File: src/rtl/rf_wb_arbiter.sv
// Round-robin arbiter sharing the register-bank write port between NUM_REQ writeback sources.
// Optional dropped-write counter enabled by defining RF_ARB_DROP_CNT_EN.
module rf_wb_arbiter #(
  parameter int NUM_REQ = 3,
  parameter int DATA_W  = 32,
  parameter int ADDR_W  = 4,
  parameter int PROT_HI = 15
) (
  input  logic                      clk,
  input  logic                      rst,
  input  logic [NUM_REQ-1:0]        req_valid,
  output logic [NUM_REQ-1:0]        req_ready,
  input  logic [NUM_REQ*ADDR_W-1:0] req_rd,
  input  logic [NUM_REQ*DATA_W-1:0] req_data,
  input  logic                      rf_stall,
  output logic                      rf_reg_write,
  output logic [ADDR_W-1:0]         rf_rd,
  output logic [DATA_W-1:0]         rf_write_data,
  output logic [2:0]                grant_id,
  output logic                      drop_pulse,
  output logic [15:0]               pend_mask,
  output logic [15:0]               drop_cnt
);

  typedef enum logic [1:0] {IDLE = 2'd0, WRITE = 2'd1, HOLD = 2'd2} state_t;

  state_t              state_r, state_nxt_s;
  logic [2:0]          rr_ptr_r, rr_nxt_s;
  logic [ADDR_W-1:0]   rf_rd_r;
  logic [DATA_W-1:0]   rf_data_r;
  logic [2:0]          grant_id_r;
  logic                drop_pulse_r;
  logic [7:0]          valid_ext_s;
  logic [ADDR_W-1:0]   rd_arr_s   [8];
  logic [DATA_W-1:0]   data_arr_s [8];
  logic [3:0]          scan_s;
  logic                found_s, grant_vld_s, prot_s;
  logic [2:0]          grant_idx_s;
  logic [ADDR_W-1:0]   grant_rd_s;
  logic [7:0]          ready_ext_s;

  // Widen requester vectors to 8 slots so a 3-bit index always selects exactly.
  for (genvar i = 0; i < 8; i++) begin : g_unpack
    if (i < NUM_REQ) begin : g_used
      assign valid_ext_s[i] = req_valid[i];
      assign rd_arr_s[i]    = req_rd[i*ADDR_W +: ADDR_W];
      assign data_arr_s[i]  = req_data[i*DATA_W +: DATA_W];
    end else begin : g_unused
      assign valid_ext_s[i] = 1'b0;
      assign rd_arr_s[i]    = '0;
      assign data_arr_s[i]  = '0;
    end
  end

  // Round-robin scan starting at rr_ptr; nothing is granted while the bank stalls.
  always_comb begin
    found_s     = 1'b0;
    grant_idx_s = 3'd0;
    scan_s      = 4'd0;
    for (int k = 0; k < NUM_REQ; k++) begin
      scan_s = {1'b0, rr_ptr_r} + 4'(k);
      if (scan_s >= 4'(NUM_REQ)) begin
        scan_s = scan_s - 4'(NUM_REQ);
      end else begin
        scan_s = scan_s;
      end
      if (!found_s && valid_ext_s[scan_s[2:0]]) begin
        found_s     = 1'b1;
        grant_idx_s = scan_s[2:0];
      end else begin
        found_s     = found_s;
      end
    end
    grant_vld_s = found_s && !rf_stall;
    grant_rd_s  = rd_arr_s[grant_idx_s];
    prot_s      = (grant_rd_s == ADDR_W'(0)) || (grant_rd_s == ADDR_W'(PROT_HI));
    rr_nxt_s    = (grant_idx_s == 3'(NUM_REQ - 1)) ? 3'd0 : grant_idx_s + 3'd1;
  end

  // FSM state register.
  always_ff @(posedge clk) begin
    if (rst) begin
      state_r <= IDLE;
    end else begin
      state_r <= state_nxt_s;
    end
  end

  // FSM next state: a stall parks a pending write in HOLD, otherwise the grant decides.
  always_comb begin
    state_nxt_s = IDLE;
    case (state_r)
      IDLE: begin
        if (rf_stall)                     state_nxt_s = IDLE;
        else if (grant_vld_s && !prot_s)  state_nxt_s = WRITE;
        else                              state_nxt_s = IDLE;
      end
      WRITE, HOLD: begin
        if (rf_stall)                     state_nxt_s = HOLD;
        else if (grant_vld_s && !prot_s)  state_nxt_s = WRITE;
        else                              state_nxt_s = IDLE;
      end
      default: state_nxt_s = IDLE;
    endcase
  end

  // FSM outputs: write enable decoded from state, grant handshake and hazard mask.
  always_comb begin
    rf_reg_write = (state_r == WRITE) || (state_r == HOLD);
    ready_ext_s  = grant_vld_s ? (8'd1 << grant_idx_s) : 8'd0;
    req_ready    = ready_ext_s[NUM_REQ-1:0];
    pend_mask    = rf_reg_write ? (16'd1 << rf_rd_r) : 16'd0;
  end

  // Write datapath and round-robin pointer; a dropped write leaves rd/data/grant_id untouched.
  always_ff @(posedge clk) begin
    if (rst) begin
      rr_ptr_r     <= 3'd0;
      rf_rd_r      <= '0;
      rf_data_r    <= '0;
      grant_id_r   <= 3'd0;
      drop_pulse_r <= 1'b0;
    end else if (grant_vld_s) begin
      rr_ptr_r     <= rr_nxt_s;
      drop_pulse_r <= prot_s;
      if (!prot_s) begin
        rf_rd_r    <= grant_rd_s;
        rf_data_r  <= data_arr_s[grant_idx_s];
        grant_id_r <= grant_idx_s;
      end else begin
        rf_rd_r    <= rf_rd_r;
      end
    end else begin
      drop_pulse_r <= 1'b0;
    end
  end

  assign rf_rd         = rf_rd_r;
  assign rf_write_data = rf_data_r;
  assign grant_id      = grant_id_r;
  assign drop_pulse    = drop_pulse_r;

`ifdef RF_ARB_DROP_CNT_EN
  logic [15:0] drop_cnt_r;

  // Saturating count of writes filtered for targeting a protected register.
  always_ff @(posedge clk) begin
    if (rst) begin
      drop_cnt_r <= 16'h0000;
    end else if (grant_vld_s && prot_s && (drop_cnt_r != 16'hFFFF)) begin
      drop_cnt_r <= drop_cnt_r + 16'h0001;
    end else begin
      drop_cnt_r <= drop_cnt_r;
    end
  end

  assign drop_cnt = drop_cnt_r;
`else
  assign drop_cnt = 16'h0000;
`endif

endmodule

File: config.mk
export PLATFORM = sky130hd
export DESIGN_NAME = rf_wb_arbiter
export DESIGN_NICKNAME = d
export VERILOG_FILES = /design/src/rtl/rf_wb_arbiter.sv
export SDC_FILE = /design/constraint.sdc
export NUM_CORES = 1
export LEC_CHECK = 0
export CAP_MARGIN = 30
export CELL_PAD_IN_SITES_DETAIL_PLACEMENT = 1
export CELL_PAD_IN_SITES_GLOBAL_PLACEMENT = 2
export CORE_ASPECT_RATIO = 1.25
export CORE_MARGIN = 3
export CORE_UTILIZATION = 19
export CTS_BUF_LIST = sky130_fd_sc_hd__clkbuf_4 sky130_fd_sc_hd__clkbuf_8
export DETAILED_ROUTE_END_ITERATION = 8
export PLACE_DENSITY = 0.89
export SYNTH_ARGS = -nofsm -noshare
export SYNTH_HDL_FRONTEND = slang
export SYNTH_SLANG_ARGS = --single-unit
File: constraint.sdc
create_clock -name clk -period 3.3 [get_ports clk]
set_input_delay 0.825 -clock clk [delete_from_list [all_inputs] [get_ports clk]]
set_output_delay 0.825 -clock clk [all_outputs]
set_load 0.02 [all_outputs]
# == After elaboration in Yosys (flattened, before gate mapping) ==
# Cells that the tools add are included.
# op_classes
shift,2
div,0
multipliers,0
mux,28
add_sub_neg,6
eq_ne,4
order_cmp,7
n_bitwise,3
n_reduce_logical,15
# ops
cell,count
$bmux 32 s3,1
$mux 32,2
$mux 3,8
$mux 16,1
$shl 1x4->16 const A,1
$bmux 4 s3,1
$lt 3x4->1 const B,3
$bmux 1 s3,3
$sub 3x2->3 const B,3
$ge 4x2->1 const B,2
$mux 1,8
$mux 4,2
$add 3x1->4 const B,1
$add 3x2->4 const B,1
$eq 4x4->1 const B,1
$ge 4x4->1 const B,1
$logic_and 1x1->1,4
$logic_not 1->1,4
$logic_not 4->1,1
$not 3->4,1
$pmux 2 s2,1
$reduce_or 2->1,2
$add 3x1->3 const B,1
$eq 3x2->1 const B,1
9 further kinds,11
# word_totals
reg_bits,45
inputBits,114
mem_bits_ro,0
wordCells,71
latchBits,0
memories,0
ram_bits,0

# == Logic depth before layout (Yosys ltp) ==
# depth
ltp_word,22
ltp_mapped,17

# == Least setup slack after synthesis ==
# OpenSTA, ideal clock, no wires.
# synth_path
path_kind,register to output
from,register rr_ptr_r[1]
to,output req_ready[0]
arrival_ns,3.045
path_stages_with_launch,12
path_buffers,3
path_slack_ns,-0.570
cell_sequence,dfxtp_1 ha_1 ha_1 a211o_1 mux2i_1 a2111o_1 a221o_1 o31a_1 buf_6 buf_6 clkbuf_1 nor3_1
# synth_via
elab_chain_cells,13
word_cells_on_any_way,30
classes_between,add/sub (5); order compare (3); shift (1); mux (16); reduce/logical (5)
# synth_rtl
item,line,source
"start, declared",28,"logic [2:0] rr_ptr_r, rr_nxt_s;"
"start signal, assigned",124,rr_ptr_r <= rr_nxt_s;
branches (longest 12 deep; another with $add 3x1->4),n/a,
$mux 3 (*),110,ready_ext_s = grant_vld_s ? (8'd1 << grant_idx_s) : 8'd0;
"end, declared",12,"output logic [NUM_REQ-1:0] req_ready,"
# Mark *: on every way between the ends. The select of a mux whose other input is x is not followed.

# == Worst setup path in the final report ==
# layout_path
from,register rr_ptr_r[1]
to,register rf_rd_r[1] (netlist: rf_rd[1])
# layout_via
elab_chain_cells,19
word_cells_on_any_way,37
classes_between,add/sub (5); order compare (3); eq/ne (1); mux (18); bitwise (2); reduce/logical (8)
# layout_rtl
item,line,source
branches (longest 19 deep; another with $add 3x1->4),n/a,
"end signal, assigned",127,rf_rd_r <= grant_rd_s;
"end signal, assigned",131,rf_rd_r <= rf_rd_r;
"end, declared",29,logic [ADDR_W-1:0] rf_rd_r;
# Parallel ways; which one is timed is not known. The select of a mux whose other input is x is not followed.
# A chain may end at the register's enable or synchronous reset.

==> results.py <==
metrics = {
    "status": {
        "outcome": "complete, but fails checks",
        "violations": "setup timing",
    },
    "detailed_routing": {
        "detailroute.via_count": 3946,
        "routed_wirelength_mm": 15.73,
        "detail-route-antenna-nets": 0,
        "firstDrtPassIters": 4,
        "drt_iter0_drc": 114,
        "detail_route.wl_per_cell_um": 19.00,
        "drc_errors": 0,
        "detail_route.vias_per_cell": 4.766,
    },
    "worst_setup_path": {
        "critPathTopFamily": "compound AO/OA/AOI/OAI gates",
        "startpoint_type": "register",
        "cp.required_ns": 3.50,
        "cp_cell_sequence": "ha_4 -> ha_4 -> a211o_1 -> mux2i_2 -> buf_4 -> o2111ai_4 -> a221o_1 -> o31a_4 -> buf_12 -> buf_16 -> nor3b_4 -> buf_6 -> o22ai_4 -> a2bb2o_4 -> nor2_4 -> buf_12 -> buf_6 -> buf_12 -> o21a_1",
        "cp_common_cell": "sky130_fd_sc_hd__buf_12",
        "crit_path_end_kind": "register",
        "critical_path.startpoint": "rr_ptr_r[1]",
        "crit_path_arrival_time_ns": 3.87,
        "critical_path_buf_inv_count": 7,
        "critical-path-max-stage-delay_ns": 0.39,
        "critical_setup_path_kind": "register to register",
        "crit_path_top_delay_cell": "sky130_fd_sc_hd__dfxtp_4",
        "worstReg2RegStart": "rr_ptr_r[1]",
        "worst-r2r-cell-count": 19,
        "worstSetupPathDepth": 19,
        "critical_path_peak_fanout": 9,
    },
    "sta": {
        "fin_max_slew_vios": 0,
        "grt_setup_unrepaired": "yes",
        "final_period_utilization_pct": 111.5,
        "setup_total_negative_slack_ns": -14.08,
        "final_hold_viol_count": 0,
        "clock-skew-final_ns": 0.009531,
        "worst_slew_pin_tran_ns": 0.8802,
        "worst_slew_margin_rel_pct": 41.32,
        "final_critical_path_setup_slack_ns": -0.3785,
        "finalCriticalPeriod_ns": 3.678,
        "timing.final.setup_violations": 44,
        "maxClockFrequency_ghz": 0.2719,
    },
    "die": {
        "std_cell_rows": 53,
        "floorplan.die_area_um2": 18900,
        "effective_utilization_at_floorplan_pct": 19.42,
        "io-pin-count": 190,
        "dieHeight_um": 153.0,
        "core_area_um2": 16910,
        "die_width_um": 123.6,
    },
    "worst_hold_path": {
        "min_path_type": "register to register",
        "holdCritStartpoint": "grant_id[2]",
        "holdPathStages": 1,
    },
    "synthesis": {
        "synth_simple_gate_area_share_pct": 16.62,
        "synth-adder-area-share_pct": 3.430,
        "synth_enable_flop_cells": 0,
        "proportion_of_synthesized_chip_area_in_sequential_cells_pct": 27.44,
        "combinational_family_with_the_most_area_after_synthesis": "compound AO/OA/AOI/OAI gates",
        "xor_xnor_portion_of_the_synthesized_cell_area_pct": 0.2668,
        "synth_async_sr_flop_share_pct": 0,
        "synth-main-ff-cell": "sky130_fd_sc_hd__dfxtp_1",
        "synth.cell_area_um2": 3283,
        "synth_compound_area_share_pct": 39.90,
        "ys_ff_latch": 45,
        "syn_avg_cell_area_um2": 8.778,
        "synth_mux_area_share_pct": 1.296,
        "post_synth_inst_count": 374,
        "synth.distinct_cells": 56,
        "synth-warning-count": 0,
    },
    "placed_design": {
        "routabilityCongestion": 0.8443,
        "postPlaceCellArea_um2": 5497,
        "port_buffers": 173,
        "pre_cts_ws_ns": -0.9831,
        "hpwlAfterDp_mm": 10.93,
    },
    "layout": {
        "post-route-cell-area_um2": 6723,
        "insertedDiodeCount": 0,
        "finish.utilization_pct": 39.76,
        "areaGrowthSynthToFinish_pct": 104.8,
        "finalNetCount": 730,
        "post_route_cells_drive_above_1_share_pct": 35.36,
        "fillers": 1914,
    },
    "clock_network": {
        "cts.reportedPaths.clkPinSlew_ns": 0.10,
        "cts_tree": "done",
        "cts_inserted_buffers": 5,
        "clock_tree.root_cell": "sky130_fd_sc_hd__clkbuf_8",
        "clk_path_buf_depth": 2,
        "clk-insertion-delay-late_ns": 0.30,
        "cts.htree.levels": 2,
        "clock_sinks": 45,
    },
    "global_route": {
        "grt_max_degree": 34,
        "number_of_antenna_violations_at_the_first_check_in_global_routing": 0,
        "via_count_of_the_first_global_routing_pass": 4286,
        "grt_pass1_wl_mm": 23.00,
        "global_route_total_usage_across_every_layer_pct": 15.57,
        "globalRoute.totalOverflow": 0,
    },
    "run": {
        "max_cap_violations": 0,
    },
    "power": {
        "powerDensity_nw_per_um2": 1472,
        "vdd_drop_max_uv": 610.1,
        "power_mw": 9.898,
        "leakage_nw": 2.513,
    },
}
-- layout make-up --
cell class,instances,area [µm²],area share [%]
Timing Repair Buffer,261,2818,41.91
Multi-Input combinational cell,288,2574,38.28
Sequential cell,45,907.1,13.49
Tap cell,220,275.3,4.095
Clock buffer,6,82.58,1.228
Clock inverter,2,37.54,0.5583
Inverter,6,28.78,0.4281
-- cells in the mapped netlist (6+ instances only) --
master | count | share of area [%]
sky130_fd_sc_hd__dfxtp_1 | 45 | 27
sky130_fd_sc_hd__nand2_1 | 42 | 4.8
sky130_fd_sc_hd__a22oi_1 | 32 | 7.3
sky130_fd_sc_hd__a21oi_1 | 30 | 4.6
sky130_fd_sc_hd__nor2_1 | 28 | 3.2
sky130_fd_sc_hd__a311oi_2 | 27 | 12
sky130_fd_sc_hd__buf_4 | 17 | 3.9
sky130_fd_sc_hd__clkbuf_1 | 15 | 1.7
sky130_fd_sc_hd__nor3_1 | 11 | 1.7
sky130_fd_sc_hd__buf_6 | 10 | 3.4
sky130_fd_sc_hd__a21oi_2 | 9 | 2.4
sky130_fd_sc_hd__ha_1 | 9 | 3.4
sky130_fd_sc_hd__o21ai_0 | 7 | 1.1
sky130_fd_sc_hd__inv_1 | 6 | 0.69
-- cell families (layout without fill, tap and decap cells) --
logic type,count (synthesis),after routing
AND/OR/NAND/NOR,111,111
buffers and inverters,56,275
adder cells (fa/ha/maj),9,9
flip-flops,45,45
multiplexers,4,4
AO/OA/AOI/OAI,147,147
XOR/XNOR,1,1
other,1,16
-- repair_timing --
| item | in CTS | in global routing |
|---|---|---|
| pin swaps | 20 | 48 |
| hold buffers | 0 | 0 |
| buffers inserted | 24 | 13 |
| gates resized for setup | 59 | 78 |
| endpoints found under the setup margin | 45 | 47 |
| gates cloned | 8 | 3 |
-- report_power, final --
group	switching, mW	leakage, nW	internal (mW)
Clock	0.201	0.0574	0.247
Combinational	4.10	2.08	4.42
Sequential	0.178	0.373	0.748
Total	4.48	2.51	5.41
-- through the flow --
step	hold slack (ns)	std cells
global route	0.5230	828
detailed placement	0.4793	776
CTS	0.4921	816
finish	0.5062	828
floorplan	0.5338	389
global placement	0.4641	776
-- placed cells by master (no fill, tap or decap), drive strengths merged, types with 3 or more instances in the layout --
cell type,Yosys,layout
clkdlybuf4s50,0,163
buf,34,86
dfxtp,45,45
nand2,42,42
a21oi,39,39
a22oi,32,32
a311oi,32,32
nor2,29,29
conb,1,16
nor3,13,13
clkbuf,16,10
ha,9,9
o21ai,8,8
o21a,5,5
nand3,5,5
a31oi,5,5
inv,6,5
nor3b,5,5
a22o,4,4
nand2b,4,4
and2,3,3
bufbuf,0,3
dlygate4sd2,0,3
a211oi,3,3
o31a,3,3
and3,3,3
-- state kept, by name, summed over array words and instances, names as in the netlist --
register and count:
rr_ptr_r 3, state_r 2, rf_rd 4, grant_id 3, drop_pulse 1, rf_write_data 32
-- routing by layer --
layer,GRT usage [%],vias up,part of all wire (%)
li1,-,1852,-
met1,15.64,1903,36
met2,31.29,163,57
met3,3.294,28,5.4
met4,3.958,0,2.4
met5,0,-,0
-- path summary, 6_finish.rpt --
path | end | slack, ns
worst min register to register | grant_id[2] | 0.51
worst min-delay path | grant_id[2] | 0.51
worst max-delay path | rf_rd[1] | -0.38
worst max register to register | rf_rd[1] | -0.38
(Power assumes the default switching activity.)
